`src/rtl/brcmp_pkg.sv`:
```
// Shared definitions for the iterative branch comparator: funct3 encodings,
// FSM states, and the funct3-to-branch-decision mapping.
package brcmp_pkg;

    localparam logic [2:0] F3_BEQ  = 3'b000;
    localparam logic [2:0] F3_BNE  = 3'b001;
    localparam logic [2:0] F3_BLT  = 3'b100;
    localparam logic [2:0] F3_BGE  = 3'b101;
    localparam logic [2:0] F3_BLTU = 3'b110;
    localparam logic [2:0] F3_BGEU = 3'b111;

    typedef enum logic [1:0] {
        S_IDLE = 2'd0,
        S_RUN  = 2'd1,
        S_DONE = 2'd2
    } state_t;

    typedef struct packed {
        logic taken;
        logic err;
    } decision_t;

    // funct3 010/011 are not branches: never taken, flagged as an error.
    function automatic decision_t branch_decide(
        input logic [2:0] mode,
        input logic       eq,
        input logic       lt,
        input logic       ltu
    );
        decision_t d;
        d.taken = 1'b0;
        d.err   = 1'b0;
        case (mode)
            F3_BEQ:  d.taken = eq;
            F3_BNE:  d.taken = ~eq;
            F3_BLT:  d.taken = lt;
            F3_BGE:  d.taken = ~lt;
            F3_BLTU: d.taken = ltu;
            F3_BGEU: d.taken = ~ltu;
            default: d.err   = 1'b1;
        endcase
        return d;
    endfunction

endpackage

```
`src/rtl/chunk_subtractor.sv`:
```
// One slice of A - B computed as A + ~B + CIN; ZERO flags an all-zero slice difference.
module chunk_subtractor #(
    parameter int CHUNK = 8
) (
    input  logic [CHUNK-1:0] A_k,
    input  logic [CHUNK-1:0] B_k,
    input  logic             CIN,
    output logic [CHUNK-1:0] S,
    output logic             COUT,
    output logic             ZERO
);

    logic [CHUNK:0] sum;

    assign sum  = {1'b0, A_k} + {1'b0, ~B_k} + {{CHUNK{1'b0}}, CIN};
    assign S    = sum[CHUNK-1:0];
    assign COUT = sum[CHUNK];
    assign ZERO = (sum[CHUNK-1:0] == '0);

endmodule

```
`src/rtl/branch_comparator_iter.sv`:
```
// Multi-cycle RV32I branch comparator: subtracts one slice per cycle, LSB first.
// Define BRCMP_SINGLE_CYCLE_EN to process the whole operand in a single RUN cycle.
module branch_comparator_iter
    import brcmp_pkg::*;
#(
    parameter int WIDTH = 32,
    parameter int CHUNK = 8
) (
    input  logic             CLK,
    input  logic             RESET,
    input  logic             START,
    input  logic [2:0]       MODE,
    input  logic [WIDTH-1:0] A,
    input  logic [WIDTH-1:0] B,
    output logic             BUSY,
    output logic             DONE,
    output logic             EQ,
    output logic             LT,
    output logic             LTU,
    output logic             TAKEN,
    output logic             ERR
);

`ifdef BRCMP_SINGLE_CYCLE_EN
    localparam int CH = WIDTH;
`else
    localparam int CH = CHUNK;
`endif
    localparam int NCH = WIDTH / CH;
    localparam int CW  = (NCH > 1) ? $clog2(NCH) : 1;

    state_t           state_q, state_d;
    logic [WIDTH-1:0] a_q, a_d;
    logic [WIDTH-1:0] b_q, b_d;
    logic [2:0]       mode_q, mode_d;
    logic [CW-1:0]    cnt_q, cnt_d;
    logic             carry_q, carry_d;
    logic             eqacc_q, eqacc_d;
    logic             eq_q, eq_d;
    logic             lt_q, lt_d;
    logic             ltu_q, ltu_d;
    logic             taken_q, taken_d;
    logic             err_q, err_d;

    logic             accept;
    logic             last_slice;
    logic [CH-1:0]    a_k, b_k;
    logic [CH-1:0]    s_k;
    logic             cout_k;
    logic             zero_k;
    logic             eq_fin, ltu_fin, lt_fin;
    decision_t        dec;

    // Slice views of the latched operands; the counter picks one per cycle.
    logic [CH-1:0] a_sl [NCH];
    logic [CH-1:0] b_sl [NCH];

    generate
        for (genvar gi = 0; gi < NCH; gi++) begin : g_slice
            assign a_sl[gi] = a_q[gi*CH +: CH];
            assign b_sl[gi] = b_q[gi*CH +: CH];
        end
    endgenerate

    always_comb begin
        a_k = '0;
        b_k = '0;
        for (int k = 0; k < NCH; k++) begin
            if (cnt_q == CW'(k)) begin
                a_k = a_sl[k];
                b_k = b_sl[k];
            end
        end
    end

    chunk_subtractor #(
        .CHUNK (CH)
    ) u_sub (
        .A_k  (a_k),
        .B_k  (b_k),
        .CIN  (carry_q),
        .S    (s_k),
        .COUT (cout_k),
        .ZERO (zero_k)
    );

    assign accept     = START && (state_q != S_RUN);
    assign last_slice = (cnt_q == CW'(NCH - 1));

    // Final-slice results; the signed compare only differs when the signs disagree.
    assign ltu_fin = ~cout_k;
    assign eq_fin  = eqacc_q & zero_k;
    assign lt_fin  = (a_q[WIDTH-1] ^ b_q[WIDTH-1]) ? a_q[WIDTH-1] : ltu_fin;
    assign dec     = branch_decide(mode_q, eq_fin, lt_fin, ltu_fin);

    always_comb begin
        state_d = state_q;
        case (state_q)
            S_IDLE:  if (START) state_d = S_RUN;
            S_RUN:   if (last_slice) state_d = S_DONE;
            S_DONE:  state_d = START ? S_RUN : S_IDLE;
            default: state_d = S_IDLE;
        endcase
    end

    always_comb begin
        a_d     = a_q;
        b_d     = b_q;
        mode_d  = mode_q;
        cnt_d   = cnt_q;
        carry_d = carry_q;
        eqacc_d = eqacc_q;
        eq_d    = eq_q;
        lt_d    = lt_q;
        ltu_d   = ltu_q;
        taken_d = taken_q;
        err_d   = err_q;
        if (accept) begin
            a_d     = A;
            b_d     = B;
            mode_d  = MODE;
            cnt_d   = '0;
            carry_d = 1'b1;
            eqacc_d = 1'b1;
            eq_d    = 1'b0;
            lt_d    = 1'b0;
            ltu_d   = 1'b0;
            taken_d = 1'b0;
            err_d   = 1'b0;
        end else if (state_q == S_RUN) begin
            carry_d = cout_k;
            eqacc_d = eqacc_q & zero_k;
            if (last_slice) begin
                cnt_d   = '0;
                eq_d    = eq_fin;
                lt_d    = lt_fin;
                ltu_d   = ltu_fin;
                taken_d = dec.taken;
                err_d   = dec.err;
            end else begin
                cnt_d = cnt_q + CW'(1);
            end
        end
    end

    always_ff @(posedge CLK) begin
        if (RESET) begin
            state_q <= S_IDLE;
            a_q     <= '0;
            b_q     <= '0;
            mode_q  <= '0;
            cnt_q   <= '0;
            carry_q <= 1'b1;
            eqacc_q <= 1'b1;
            eq_q    <= 1'b0;
            lt_q    <= 1'b0;
            ltu_q   <= 1'b0;
            taken_q <= 1'b0;
            err_q   <= 1'b0;
        end else begin
            state_q <= state_d;
            a_q     <= a_d;
            b_q     <= b_d;
            mode_q  <= mode_d;
            cnt_q   <= cnt_d;
            carry_q <= carry_d;
            eqacc_q <= eqacc_d;
            eq_q    <= eq_d;
            lt_q    <= lt_d;
            ltu_q   <= ltu_d;
            taken_q <= taken_d;
            err_q   <= err_d;
        end
    end

    assign BUSY  = (state_q == S_RUN);
    assign DONE  = (state_q == S_DONE);
    assign EQ    = eq_q;
    assign LT    = lt_q;
    assign LTU   = ltu_q;
    assign TAKEN = taken_q;
    assign ERR   = err_q;

endmodule

```
`config.mk`:
```
export PLATFORM = sky130hd
export DESIGN_NAME = branch_comparator_iter
export DESIGN_NICKNAME = d
export VERILOG_FILES = /design/src/rtl/brcmp_pkg.sv /design/src/rtl/chunk_subtractor.sv /design/src/rtl/branch_comparator_iter.sv
export SDC_FILE = /design/constraint.sdc
export NUM_CORES = 1
export LEC_CHECK = 0
export ABC_CLOCK_PERIOD_IN_PS = 4700
export BUFFER_PORTS_ARGS = -buffer_cell sky130_fd_sc_hd__buf_4
export CORE_ASPECT_RATIO = 0.8
export CORE_MARGIN = 2
export CORE_UTILIZATION = 30
export DETAILED_ROUTE_END_ITERATION = 10
export GPL_ROUTABILITY_DRIVEN = 0
export GPL_TIMING_DRIVEN = 1
export PLACE_DENSITY = 0.56
export SYNTH_ARGS = -nofsm -noshare
export SYNTH_HDL_FRONTEND = slang
export SYNTH_SLANG_ARGS = --single-unit
```
`constraint.sdc`:
```
create_clock -name CLK -period 4.7 [get_ports CLK]
set_input_delay 0.47 -clock CLK [delete_from_list [all_inputs] [get_ports CLK]]
set_output_delay 0.47 -clock CLK [all_outputs]
set_load 0.03 [all_outputs]
```
After elaboration in Yosys (flattened, before gate mapping):

Index checks and enable logic that the tools add are counted.

* bits in registers: 78
* input bits: 70
* output and inout bits: 7
* logic and storage cells: 59

* bitwise logic cells: 6
* multiplexer cells: 16
* add/subtract/negate cells: 3
* equal/unequal tests: 13
* reductions and logical operators: 9

Operators with widths (number)
* 2-to-1 mux 8 bit: 8
* equality test 3 bit, second input constant: 4
* adder 8 x 8 -> 9 bit: 1
* adder 9 x 1 -> 9 bit: 1
* zero test 8 bit: 1
* NOT 8 bit: 1
* equality test 2 bit, second input constant: 3
* 2-to-1 mux 2 bit: 3
* case mux 1 bit (6 select lines): 1
* case mux 2 bit (3 select lines): 1
* OR reduction 6 bit: 1
* equality test 2 x 1 -> 1 bit, second input constant: 2
* zero test 2 bit: 2
* != test 2 x 1 -> 1 bit, second input constant: 2
* AND reduction 2 bit: 2
* equality test 3 x 1 -> 1 bit, second input constant: 1
* zero test 3 bit: 1
* 2-to-1 mux 1 bit: 3
* NOT 1 bit: 3
* adder 2 x 1 -> 2 bit, second input constant: 1
* != test 2 bit, second input constant: 1
* OR reduction 2 bit: 1
* AND 1 bit: 1
* logical AND 1 bit: 1
* XOR 1 bit: 1

Longest topological paths before layout:

* depth after elaboration: 12
* depth in mapped cells: 20
* gate-level depth less buffers: 19

By module:

A second synthesis with hierarchy kept.

* cell total of the unflattened synthesis: 512
* area, all modules: 3774.9 µm²

By module, submodules not included
* branch_comparator_iter: seq. area each 1561.5 µm², cells each 464, area an instance 3412.0 µm², instances 1
* chunk_subtractor: seq. area each 0.0 µm², cells each 48, area an instance 362.8 µm², instances 1

Least setup slack after synthesis:

OpenSTA, ideal clock, no wires.

* path type: register to register
* start point: register cnt_q[0]
* end point: register taken_q (netlist: TAKEN)
* buffers on the path: 2
* setup time: 0.115 ns
* stages on the path, launching flop included: 21
* data arrival time: 3.396 ns
* slack: 1.188 ns
* cell sequence: dfxtp_1 > inv_1 > ha_1 > clkbuf_1 > clkbuf_1 > nand2_1 > nor2_1 > a21oi_1 > nor2_1 > a21oi_1 > o21ai_1 > fa_1 > inv_1 > fa_1 > a21o_1 > a21oi_1 > nor2_1 > a211oi_2 > nor4_2 > or3_1 > a31o_1

* longest elaborated chain between the ends: 12

RTL lines
* start, declared: RTL line branch_comparator_iter.sv:36 `logic [CW-1:0] cnt_q, cnt_d;`
* start signal, assigned: RTL line branch_comparator_iter.sv:165 `cnt_q <= cnt_d;`
* zero test 2 bit: RTL line branch_comparator_iter.sv:69 `if (cnt_q == CW'(k)) begin`
* 2-to-1 mux 8 bit (4 in series): RTL line branch_comparator_iter.sv:69
* NOT 8 bit: RTL line chunk_subtractor.sv:15 `assign sum = {1'b0, A_k} + {1'b0, ~B_k} + {{CHUNK{1'b0}}, CIN};`
* adder 8 x 8 -> 9 bit: RTL line chunk_subtractor.sv:15
* adder 9 x 1 -> 9 bit: RTL line chunk_subtractor.sv:15
* zero test 8 bit or NOT 1 bit (tied branches): RTL line chunk_subtractor.sv:18, branch_comparator_iter.sv:91
* AND 1 bit or 2-to-1 mux 1 bit (tied branches): RTL line branch_comparator_iter.sv:92, branch_comparator_iter.sv:93
* NOT 1 bit (on tied branches): RTL line brcmp_pkg.sv:35, brcmp_pkg.sv:37
* case mux 1 bit (6 select lines): RTL line brcmp_pkg.sv:33 `case (mode)`
* end signal, assigned: RTL line branch_comparator_iter.sv:171 `taken_q <= taken_d;`
* end, declared: RTL line branch_comparator_iter.sv:42 `logic taken_q, taken_d;`

Several ways; a longest one is shown, not always the timed one.
A chain may end at the register's enable or synchronous reset.

Worst setup path after layout:

Same ends and word-level chain as after synthesis.

==> out/results.ini <==
[power_and_ir_drop]
total_power_uw=1640
p_leak_uw=0.00199
p_sw_uw=456
p_seq_frac=0.442
switching_share=0.278
clkPwrFrac=0.373
ir_drop_v=0.000161
combPwrFrac=0.185
power_density_mw_per_mm2=353
p_int_uw=1180

[placed_design]
io_buffers=76
dpl_cell_area_sq_mm=0.00438
pre_cts_ws_ns=0.889
dp.cells=724
hpwlAfterDp_microns=7220

[setup_path]
cp.required_ns=4.93
start_kind=register
crit_type=reg2reg
cp_max_fo=16
cp-end-kind=register
crit_arrival_ns=4.05

[logic_synthesis]
yosysWarnings=0
yosysSeqAreaShare=0.420
synth_nets=610
synthFlopType=dfxtp_1
postSynthCellCount=527
ys_ff_latch=78
synth_edf_count=0
synth.avg_cell_area_sq_um=7.06
synthArstFlopShare=0
syn-cell-area_sq_mm=0.00372
synth_cell_types=41

[detailed_routing]
avgViaCountPerCell=4.78
num_vias=3525
drt_iter0_drc=119
wl_met3_microns=446
top_layer=met4
drt_wl_total_microns=9760
first_pass_iters=4
drc=0
wl_met1_microns=4870
wl_met2_microns=4230
wl_per_cell_microns=13.2
ant_nets=0

[sta]
tightestPinTransition_ns=0.745
setup_violations=0
hold_violations=0
layout_min_cycle_time_ns=3.83
max_freq_mhz=261
slew_headroom=0.503
post-route-period-util=0.814
timing.final.ws_setup_ns=0.873
rsz0062_at_grt=false
clock_skew_ns=0.00841
drv_slew=0
finalSetupTns_ns=0

[floorplan]
fp-row-count=36
fp.dieArea_sq_mm=0.0133
io_pins=77
core_region_area_sq_mm=0.0122
initial_core_util=0.306
die_h_microns=104
die_w_microns=129

[grt]
grt_pass1_vias=3401
grt_max_degree=73
grt-ovfl-total=0
grt_usage=0.149
antenna_found_initial=0
grt_pass1_wl_microns=16000

[clocking]
cts_tree=yes
post_cts_buffers=0
clock_latency_ns=0.33
clk_pin_slew_ns=0.06
cts_resized=0
cts_root_buffer=clkbuf_16
cts.path.max_buffers=2
cts_inserted_buffers=9
clock_sinks=78
h-tree-depth=3
hold_buffers=0

[final_layout]
nNetsFinal=666
antenna_cells=0
fin_area_sq_mm=0.00464
layout-drive-gt1-share=0.176
area_delta_synth_final_pct=24.6
stdcell_count=738

[hold_path]
hold_class=in2reg

[outcome]
status=finished, final reports clean

[run]
drv_cap=0

cells in the mapped netlist (3+ instances only):
cell | instances | share of area
buf_2 | 4 | 0.0054
nor2_1 | 53 | 0.053
o21ai_1 | 8 | 0.011
o21ai_0 | 4 | 0.0054
nand2_1 | 167 | 0.17
ha_1 | 11 | 0.037
mux2i_1 | 3 | 0.0081
nor2b_1 | 4 | 0.0067
nor3_1 | 4 | 0.0054
a21oi_1 | 117 | 0.16
clkbuf_1 | 31 | 0.031
dfxtp_1 | 78 | 0.42
inv_1 | 6 | 0.0061
layout make-up:
class                      instances  area [sq um]
timing repair buffer              81           608
clock buffer                      10           229
sequential                        78          1560
fill                            1315          7520
tap                              152           190
clock inverter                     4          26.3
inverter                           7          26.3
multi-input combinational        406          2000
metrics by stage:
step                utilization  hold slack (ns)
floorplan                     -            0.430
global placement          0.360            0.446
detailed placement        0.360            0.449
CTS                       0.381            0.372
global route              0.381            0.379
finish                    0.381            0.380
power groups by stage:
stage,combinational [uW],sequential (uW),clock [uW]
2_1_floorplan,213,728,0
3_3_place_gp,296,737,0
3_5_place_dp,304,737,0
4_1_cts,306,723,623
5_1_grt,343,727,651
6_report,303,723,610
logic make-up after synthesis:
logic type,synth area share
AOI/OAI and AO/OA,0.209
xor gates and xnor gates,0.00235
adders and majority gates,0.0504
buffers and inverters,0.0447
DFF,0.420
muxes,0.00807
and+or+nand+nor,0.265
worst max-delay path, stage by stage (launching register included):
cell	delay, ns
dfxtp_1	0.37
inv_1	0.10
ha_1	0.40
nand2_1	0.15
nor2_1	0.05
a21oi_1	0.14
nor2_1	0.06
a21oi_1	0.13
nor2_1	0.05
a21oi_1	0.18
fa_1	0.21
inv_1	0.06
fa_1	0.45
a21o_1	0.21
a21oi_1	0.18
nor2_1	0.08
a211oi_2	0.27
nor4_2	0.08
or3_1	0.35
a31o_1	0.21
cell usage in the layout, fill, tap and decap left out, drive strengths merged, types with 4 or more instances in the layout:
| cell | netlist | routed |
|---|---|---|
| a21oi | 119 | 119 |
| nand2 | 167 | 167 |
| clkbuf | 31 | 10 |
| buf | 5 | 81 |
| nor2b | 4 | 4 |
| inv | 7 | 7 |
| nor2 | 53 | 53 |
| dfxtp | 78 | 78 |
| ha | 11 | 11 |
| nor3 | 5 | 5 |
| o21ai | 12 | 12 |
worst paths after layout:
check	start	end	slack, ns	cells past startpoint
hold / removal	A[2]	a_q[2]$_SDFFE_PP0P_	0.38	3
setup / recovery	cnt_q[0]$_SDFFE_PP0P_	TAKEN$_SDFFE_PP0P_	0.87	19
setup reg to reg	cnt_q[0]$_SDFFE_PP0P_	TAKEN$_SDFFE_PP0P_	0.87	19
hold reg to reg	b_q[30]$_SDFFE_PP0P_	b_q[30]$_SDFFE_PP0P_	0.46	2
sequential cells by signal (all words and copies together), names as in the netlist:
signal	cells
EQ	1
ERR	1
LT	1
LTU	1
TAKEN	1
a_q	32
b_q	32
carry_q	1
cnt_q	2
eqacc_q	1
mode_q	3
state_q	2
layer usage:
layer | global-route usage | vias up
met5 | 0 | -
met2 | 0.226 | 77
met4 | 0.0481 | 0
met3 | 0.0382 | 17
li1 | - | 1849
met1 | 0.208 | 1582
Note: power is estimated with default switching activity, not from simulation.
